===== src/rtl/store_issue_unit.sv =====
// Store issue unit: accepts SB/SH/SW/SWL/SWR from the EXE/MEM boundary,
// turns register data into lane-aligned write data plus byte strobes,
// buffers them in a small FIFO, and issues them in program order on the
// data-SRAM-like bus while tracking writes still awaiting data_ok.
//
// Handshakes: a store op transfers on a cycle where st_valid && st_ready;
// a bus write transfers on a cycle where data_req && data_addr_ok. The
// payload outputs are held stable while data_req is high and not accepted.
module store_issue_unit #(
  parameter int DEPTH   = 2,
  parameter int MAX_OUT = 2
) (
  input  logic        clk,
  input  logic        rst,
  input  logic        st_valid,
  output logic        st_ready,
  input  logic [2:0]  st_type,
  input  logic [31:0] st_addr,
  input  logic [31:0] st_data,
  output logic        st_misalign,
  output logic        data_req,
  output logic        data_wr,
  output logic [31:0] data_addr,
  output logic [3:0]  data_wstrb,
  output logic [31:0] data_wdata,
  input  logic        data_addr_ok,
  input  logic        data_data_ok,
  output logic        store_pending
);

  localparam int AW = (DEPTH > 1) ? $clog2(DEPTH) : 1;
  localparam int CW = $clog2(DEPTH + 1);
  localparam int OW = $clog2(MAX_OUT + 1);
  localparam logic [CW-1:0] DEPTH_C = CW'(DEPTH);
  localparam logic [OW-1:0] MAX_C   = OW'(MAX_OUT);

  localparam logic [2:0] T_SB  = 3'd0;
  localparam logic [2:0] T_SH  = 3'd1;
  localparam logic [2:0] T_SW  = 3'd2;
  localparam logic [2:0] T_SWL = 3'd3;
  localparam logic [2:0] T_SWR = 3'd4;

  logic [29:0]   mem_addr  [DEPTH];
  logic [3:0]    mem_strb  [DEPTH];
  logic [31:0]   mem_data  [DEPTH];
  logic [AW-1:0] rd_ptr, wr_ptr;
  logic [CW-1:0] count;
  logic [OW-1:0] out_cnt;
  logic          misalign_q;

  logic [3:0]    enc_strb;
  logic [31:0]   enc_data;
  logic          enc_bad;
  logic          accept, push, pop, ack;
  logic [1:0]    a;

  assign a        = st_addr[1:0];
  assign st_ready = (count < DEPTH_C);
  assign accept   = st_valid && st_ready;
  assign push     = accept && !enc_bad;
  assign data_req = (count != '0) && (out_cnt < MAX_C);
  assign pop      = data_req && data_addr_ok;
  // data_ok with nothing outstanding is a bus glitch; ignore it.
  assign ack      = data_data_ok && (out_cnt != '0);

  // Byte-lane placement and strobe generation for the presented store.
  always_comb begin
    enc_strb = 4'b0000;
    enc_data = 32'h0;
    enc_bad  = 1'b0;
    case (st_type)
      T_SB: begin
        enc_strb = 4'b0001 << a;
        enc_data = {4{st_data[7:0]}};
      end
      T_SH: begin
        enc_strb = a[1] ? 4'b1100 : 4'b0011;
        enc_data = {2{st_data[15:0]}};
        enc_bad  = a[0];
      end
      T_SW: begin
        enc_strb = 4'b1111;
        enc_data = st_data;
        enc_bad  = (a != 2'd0);
      end
      T_SWL: begin
        case (a)
          2'd0:    begin enc_strb = 4'b0001; enc_data = {24'h0, st_data[31:24]}; end
          2'd1:    begin enc_strb = 4'b0011; enc_data = {16'h0, st_data[31:16]}; end
          2'd2:    begin enc_strb = 4'b0111; enc_data = {8'h0, st_data[31:8]};   end
          default: begin enc_strb = 4'b1111; enc_data = st_data;                 end
        endcase
      end
      T_SWR: begin
        enc_strb = 4'b1111 << a;
        enc_data = st_data << {a, 3'b000};
      end
      default: enc_bad = 1'b1;
    endcase
  end

  // FIFO storage; contents are only observed through the gated head below.
  always_ff @(posedge clk) begin
    if (push) begin
      mem_addr[wr_ptr] <= st_addr[31:2];
      mem_strb[wr_ptr] <= enc_strb;
      mem_data[wr_ptr] <= enc_data;
    end
  end

  // FIFO pointers, occupancy, outstanding-write count and misalign pulse.
  always_ff @(posedge clk or negedge rst) begin
    if (!rst) begin
      rd_ptr     <= '0;
      wr_ptr     <= '0;
      count      <= '0;
      out_cnt    <= '0;
      misalign_q <= 1'b0;
    end else begin
      if (push) wr_ptr <= wr_ptr + 1'b1;
      if (pop)  rd_ptr <= rd_ptr + 1'b1;
      count      <= count + CW'(push) - CW'(pop);
      out_cnt    <= out_cnt + OW'(pop) - OW'(ack);
      misalign_q <= accept && enc_bad;
    end
  end

  assign st_misalign   = misalign_q;
  assign data_wr       = data_req;
  assign data_addr     = data_req ? {mem_addr[rd_ptr], 2'b00} : 32'h0;
  assign data_wstrb    = data_req ? mem_strb[rd_ptr] : 4'h0;
  assign data_wdata    = data_req ? mem_data[rd_ptr] : 32'h0;
  assign store_pending = (count != '0) || (out_cnt != '0);

endmodule


===== config.mk =====
export PLATFORM = sky130hd
export DESIGN_NAME = store_issue_unit
export DESIGN_NICKNAME = d
export VERILOG_FILES = /design/src/rtl/store_issue_unit.sv
export SDC_FILE = /design/constraint.sdc
export NUM_CORES = 1
export LEC_CHECK = 0
export ABC_AREA = 1
export CAP_MARGIN = 25
export CORE_ASPECT_RATIO = 2
export CORE_MARGIN = 4
export CORE_UTILIZATION = 52
export CTS_CLUSTER_DIAMETER = 60
export CTS_CLUSTER_SIZE = 10
export DETAILED_ROUTE_END_ITERATION = 12
export GPL_TIMING_DRIVEN = 0
export PLACE_DENSITY = 0.8
export REMOVE_ABC_BUFFERS = 1
export SLEW_MARGIN = 20
export SYNTH_ARGS = -nofsm -noshare
export SYNTH_HDL_FRONTEND = slang
export SYNTH_SLANG_ARGS = --single-unit

===== constraint.sdc =====
create_clock -name clk -period 4.65 [get_ports clk]
set_input_delay 0.93 -clock clk [delete_from_list [all_inputs] [get_ports clk]]
set_output_delay 0.93 -clock clk [all_outputs]
set_load 0.1 [all_outputs]

==> impl_metrics.py, run 1 <==
metrics = {
    "placed_design": {
        "port_buffers": 142,
        "gp_congestion": 0.9553,
        "placed_cells": 1223,
        "placed_cell_area_mm2": 0.009087,
        "hpwl_um": 12940,
    },
    "power": {
        "p_sw_frac": 0.5355,
        "power_switching_uw": 3651,
        "pwr-share-comb": 0.576,
        "p_int_uw": 3168,
        "pwr-share-seq": 0.238,
        "p_leak_uw": 0.004531,
        "peakVddDrop_uv": 507.8,
        "clock_power_share": 0.186,
        "cellPowerDensity_mw_per_mm2": 707.3,
    },
    "die": {
        "dieHeight_um": 176.5,
        "die_area_mm2": 0.01628,
        "fp-row-count": 61,
        "coreArea_mm2": 0.01389,
        "start_util": 0.5313,
        "io_pins": 145,
        "die_x_um": 92.25,
    },
    "critical_path": {
        "critPathKind": "reg -> out",
        "worstPathRequired_ns": 3.72,
        "regToRegEndpoint": "mem_data[1][22]$_DFFE_PP_",
        "r2r_cells": 5,
        "r2r_slack_ns": 2.48,
        "crit_arrival_ns": 3.29,
        "startpoint_type": "flip-flop",
        "crit_fanout": 67,
        "cp-startpoint": "rd_ptr$_DFFE_PN0P_",
        "reg2reg_from": "count[1]$_DFF_PN0_",
        "cp-end-kind": "primary output",
    },
    "finish": {
        "final_area_mm2": 0.009641,
        "final_nets": 1129,
        "diodes": 0,
        "finalNonFillerCells": 1255,
        "drive_gt1_frac": 0.05159,
        "area_delta_synth_final_pct": 30.62,
    },
    "yosys": {
        "syn-instance-count": 921,
        "synth_common_cells": "462 x nand2_1, 132 x edfxtp_1, 115 x inv_1, 39 x nand3_1, 38 x nor2_1",
        "yosysTopAreaCellShare": 0.5370,
        "syn_area_mm2": 0.007381,
        "ys_ff_latch": 139,
        "synth_edf_count": 132,
        "synth_area_leaders": "edfxtp_1 54%, nand2_1 23%, inv_1 5.8%",
        "ys_types": 29,
        "synth.avg_cell_area_um2": 8.014,
        "ys_seq_area_frac": 0.5608,
        "synth.most_common_cell": "nand2_1",
        "ys_dominant_reg_cell": "edfxtp_1",
        "ys.warnings.count": 0,
        "synthArstFlopShare": 0.05036,
        "yosys.area.top_type": "edfxtp_1",
    },
    "worst_hold_path": {
        "hold_path_class": "reg -> reg",
        "holdPathStages": 2,
        "min_to": "wr_ptr$_DFFE_PN0P_",
        "min_from": "wr_ptr$_DFFE_PN0P_",
    },
    "clock_network": {
        "cts_setup_buffers": 0,
        "worstSkewPairLatency_ns": 0.42,
        "clock_path_buffers": 2,
        "htreeDepth": 4,
        "cts-root-buf": "clkbuf_16",
        "cts_sinks": 139,
        "postCtsHoldBufs": 0,
        "cts.reportedPaths.clkPinSlew_ns": 0.07,
        "cts_resized": 0,
        "cts_buffers": 17,
        "cts_tree": "done",
    },
    "sta": {
        "fin_crit_ns": 4.219,
        "hold_viol_final": 0,
        "slew_headroom": 0.3117,
        "rsz0062_at_grt": "false",
        "fin_worst_skew_ns": 0.01240,
        "tightest_slew_ns": 1.029,
        "final.period_utilization": 0.9073,
        "max_freq_mhz": 237.0,
        "setup_violations": 0,
        "drv_slew": 0,
    },
    "route": {
        "dr_total_vias": 6399,
        "routed_wl_um": 18660,
        "antenna_left": 0,
        "initialDrtViolationCount": 379,
        "viasPerCell": 5.099,
        "dr.pass1.iters": 7,
        "drc": 0,
        "post_drt_wl_per_cell_um": 14.87,
    },
    "global_route": {
        "track_usage": 0.2368,
        "grt.overflow.total": 0,
        "first_global_vias": 6338,
        "antenna_found_initial": 0,
        "grt_max_degree": 68,
        "grt_pass1_wl_um": 30150,
    },
    "run_status": {
        "status": "complete, no violations",
    },
    "flow_run": {
        "cap_violations": 0,
    },
}
==> worst max-delay path by stage <==
stage,to,slack (ns)
5_1_grt,data_wdata[27],0.26
6_report,data_wdata[29],0.43
4_1_cts,data_wdata[19],0.37
3_5_place_dp,mem_data[1][4]$_DFFE_PP_,0.46
3_3_place_gp,mem_addr[1][28]$_DFFE_PP_,-3.12
2_1_floorplan,data_addr[10],-3.14
==> critical path, stage by stage (launching register included) <==
cell and delay [ns]:
dfrtp_4 0.58, buf_16 0.23, inv_4 0.54, nand2_1 0.12
nand2_1 0.13, nand2_1 0.06, inv_1 0.05, clkdlybuf4s50_1 1.12
==> metal layers <==
layer	track usage	up-vias	routed length (um)
met5	0	-	0
met4	0.1266	0	755
met3	0.03667	59	1162
met2	0.4411	269	10070
met1	0.2516	2901	6670
li1	-	3170	-
==> layout by cell type, fill, tap and decap left out, types with 2 or more instances in the layout <==
cell type / netlist / routed
clkinvlp_4: 0 / 3
inv_6: 0 / 8
xor2_1: 2 / 2
o211ai_1: 6 / 6
a22oi_1: 3 / 3
o21ai_1: 2 / 2
edfxtp_1: 132 / 132
inv_8: 0 / 2
nor2_1: 38 / 37
clkdlybuf4s50_1: 0 / 142
conb_1: 1 / 2
a21oi_1: 16 / 15
nand2_1: 462 / 462
nand3b_1: 5 / 5
inv_4: 0 / 2
nand4_1: 4 / 4
ha_1: 4 / 4
o21a_1: 2 / 2
nand3_1: 39 / 39
o21ai_0: 28 / 28
nor2_2: 4 / 4
nor2_4: 1 / 2
clkbuf_16: 0 / 17
dfrtp_1: 7 / 6
inv_1: 115 / 113
xnor2_1: 3 / 3
buf_16: 0 / 6
inv_2: 5 / 5
==> logic make-up (layout without fill, tap and decap cells) <==
| kind of cell | Yosys count | count (layout) | share of synthesized area |
|---|---|---|---|
| AND/OR/NAND/NOR | 554 | 554 | 0.2955 |
| buffers and inverters | 159 | 303 | 0.08628 |
| flip-flops | 139 | 139 | 0.5608 |
| AO/OA/AOI/OAI | 59 | 59 | 0.04424 |
| XOR/XNOR | 5 | 5 | 0.005934 |
| adder cells (fa/ha/maj) | 4 | 4 | 0.006781 |
| other | 1 | 2 | 0.0005081 |
==> through the flow <==
step	TNS, ns	utilization	total power (uW)	hold WS (ns)	setup WS, ns
after floorplan	-225.43	-	4448	0.4419	-3.140
after global placement	-403.14	0.6378	5493	0.4552	-3.118
after detailed placement	0	0.6542	5602	0.4961	0.4558
after CTS	0	0.6940	6869	0.5119	0.3743
after global routing	0	0.6940	7138	0.5199	0.2591
final	0	0.6940	6819	0.5128	0.4312
==> final cells by class <==
type                       count  area (um2)
multi-input combinational    624        2628
sequential                   139        4143
clock buffer                  18       429.2
timing repair buffer         150        1622
fill                        1119        4250
inverter                     121       459.2
tap                          189       236.5
clock inverter                14       123.9
==> power groups by stage <==
stage	Sequential (uW)	Clock (uW)	Combinational, uW
after floorplan	1680	0	2770
after CTS	1620	1290	3960
after detailed placement	1650	0	3960
after global placement	1720	0	3770
final	1620	1270	3930
after global routing	1630	1340	4160
==> sequential cells by signal, summed over array words and instances, names as in the netlist <==
register     flops
out_cnt          2
count            2
st_misalign      1
mem_addr        60
mem_strb         8
rd_ptr           1
mem_data        64
wr_ptr           1
Note: power is estimated with default switching activity, not from simulation.
==> run 2, diff against run 1 <==
CTS_CLUSTER_SIZE = 8   (was 10)
==> results of run 2 <==
The final DEF is identical to that of run 1; final timing and power are the same.
==> variant (flow settings as in run 1) <==
Reset style: synchronous (`rst`), changed in one clocked block.
--- a/src/rtl/store_issue_unit.sv
+++ b/src/rtl/store_issue_unit.sv
@@ -109,7 +109,7 @@
   end
 
   // FIFO pointers, occupancy, outstanding-write count and misalign pulse.
-  always_ff @(posedge clk or negedge rst) begin
+  always_ff @(posedge clk) begin
     if (!rst) begin
       rd_ptr     <= '0;
       wr_ptr     <= '0;
Check against the original RTL: differs if rst is asserted again (counterexample within 4 cycles, from zero or initial values and one cycle with rst low); with rst held inactive, the same outputs for 4 cycles.
==> variant against run 1 <==
Setup slack got worse by 0.21 ns. Non-clock buffer count did not move. Synthesized area fell by 1.8%. Total power fell by 4.5%. Highest routed layer unchanged. Critical path type is now input pin to flip-flop. Final area fell by 1.2%. Critical endpoint is now mem_data[0][14]. Largest power group unchanged. Wire length barely moved. Sequential share of layout area rose by 0.38 points. Sequential cell count rose by 1. Combinational power fell by 6.9%.
==> variant: results <==
{
  "status": "finished, final reports clean",
  "synth_xor_area_share_pct": 0.242,
  "track_usage_pct": 23.8,
  "ys_types": 32,
  "syn2layout_area_growth_pct": 31.4,
  "yosys-top-cells-area": "edfxtp_1 (55%), nand2_1 (10%), mux2_2 (10%)",
  "place_congestion": 0.920,
  "post_synth.cell_area_avg_um2": 9.79,
  "via_count": 5766,
  "cts_buffers": 17,
  "clkLatencyLatePin_ns": 0.42,
  "synth_adder_area_share_pct": 0.691,
  "first_global_vias": 5959,
  "drive_gt1_share_pct": 14.2,
  "synth_common_cells": "nand2_1 (200), edfxtp_1 (132), inv_1 (112), mux2_2 (66), o21ai_0 (53)",
  "muxShareOfSynthArea_pct": 10.3,
  "critPathMaxFanout": 28,
  "cp.arrival_ns": 4.55,
  "fin_skew_ns": 0.00864,
  "dp.cells": 1044,
  "async_reset_ff_share_pct": 0,
  "seq_area_frac_synth_pct": 56.9,
  "final_nets": 953,
  "post_drt_via_cell_ratio": 5.36,
  "wl_per_cell_um": 17.4,
  "irDropWorstVdd_uv": 830,
  "drt_iter0_markers": 396,
  "grt_pass1_wl_um": 29400,
  "tightest_slew_ns": 1.08,
  "hpwlAfterDp_um": 13200,
  "leakagePower_nw": 4.01,
  "synth_compound_area_share_pct": 7.39,
  "clk_pin_slew_ns": 0.06
}
variant: cell type report:
| class | count | area [µm²] |
|---|---|---|
| flip-flops and latches | 140 | 4130 |
| clock inverters | 14 | 125 |
| well taps | 186 | 233 |
| inverters | 116 | 438 |
| multi-input cells | 452 | 2540 |
| clock buffers | 17 | 425 |
| fillers | 1051 | 4070 |
| repair buffers | 150 | 1630 |
variant: through the flow:
step / setup slack [ns] / instance area [µm²] / power [mW] / hold slack (ns)
6_report: 0.221 / 9520 / 6.51 / 0.475
5_1_grt: 0.105 / 9520 / 6.77 / 0.495
4_1_cts: 0.384 / 9520 / 6.56 / 0.479
3_5_place_dp: -0.0607 / 8970 / 5.30 / 0.467
3_3_place_gp: -3.84 / 8740 / 5.15 / 0.457
2_1_floorplan: -1.09 / 7080 / 4.34 / 0.447
variant: final timing paths:
| path | start | endpoint | slack [ns] | cells past startpoint |
|---|---|---|---|---|
| setup / recovery | st_addr[0] | mem_data[0][14] | 0.22 | 8 |
| hold / removal | rd_ptr | rd_ptr | 0.48 | 2 |
| setup reg to reg | count[1] | out_cnt[1] | 2.33 | 10 |
| hold reg to reg | rd_ptr | rd_ptr | 0.48 | 2 |
variant: power by group:
part	internal [mW]	switching [mW]	total, mW
sequential	1.54	0.0568	1.59
clock	0.698	0.564	1.26
combinational	0.943	2.72	3.66
total	3.18	3.34	6.51
variant: routing by layer:
metal	track usage, %	wire (µm)
met4	14.1	889
met1	24.2	6360
met3	5.04	1230
met5	0	0
met2	43.6	10200
variant: worst max-delay path, cell delays in order:
cell and delay [ns]:
clkdlybuf4s50_1 0.98, nor2_1 1.05, inv_1 0.37, nand2_1 0.21, nand3_1 0.18, nor2_4 0.38
buf_16 0.22, buf_12 0.20
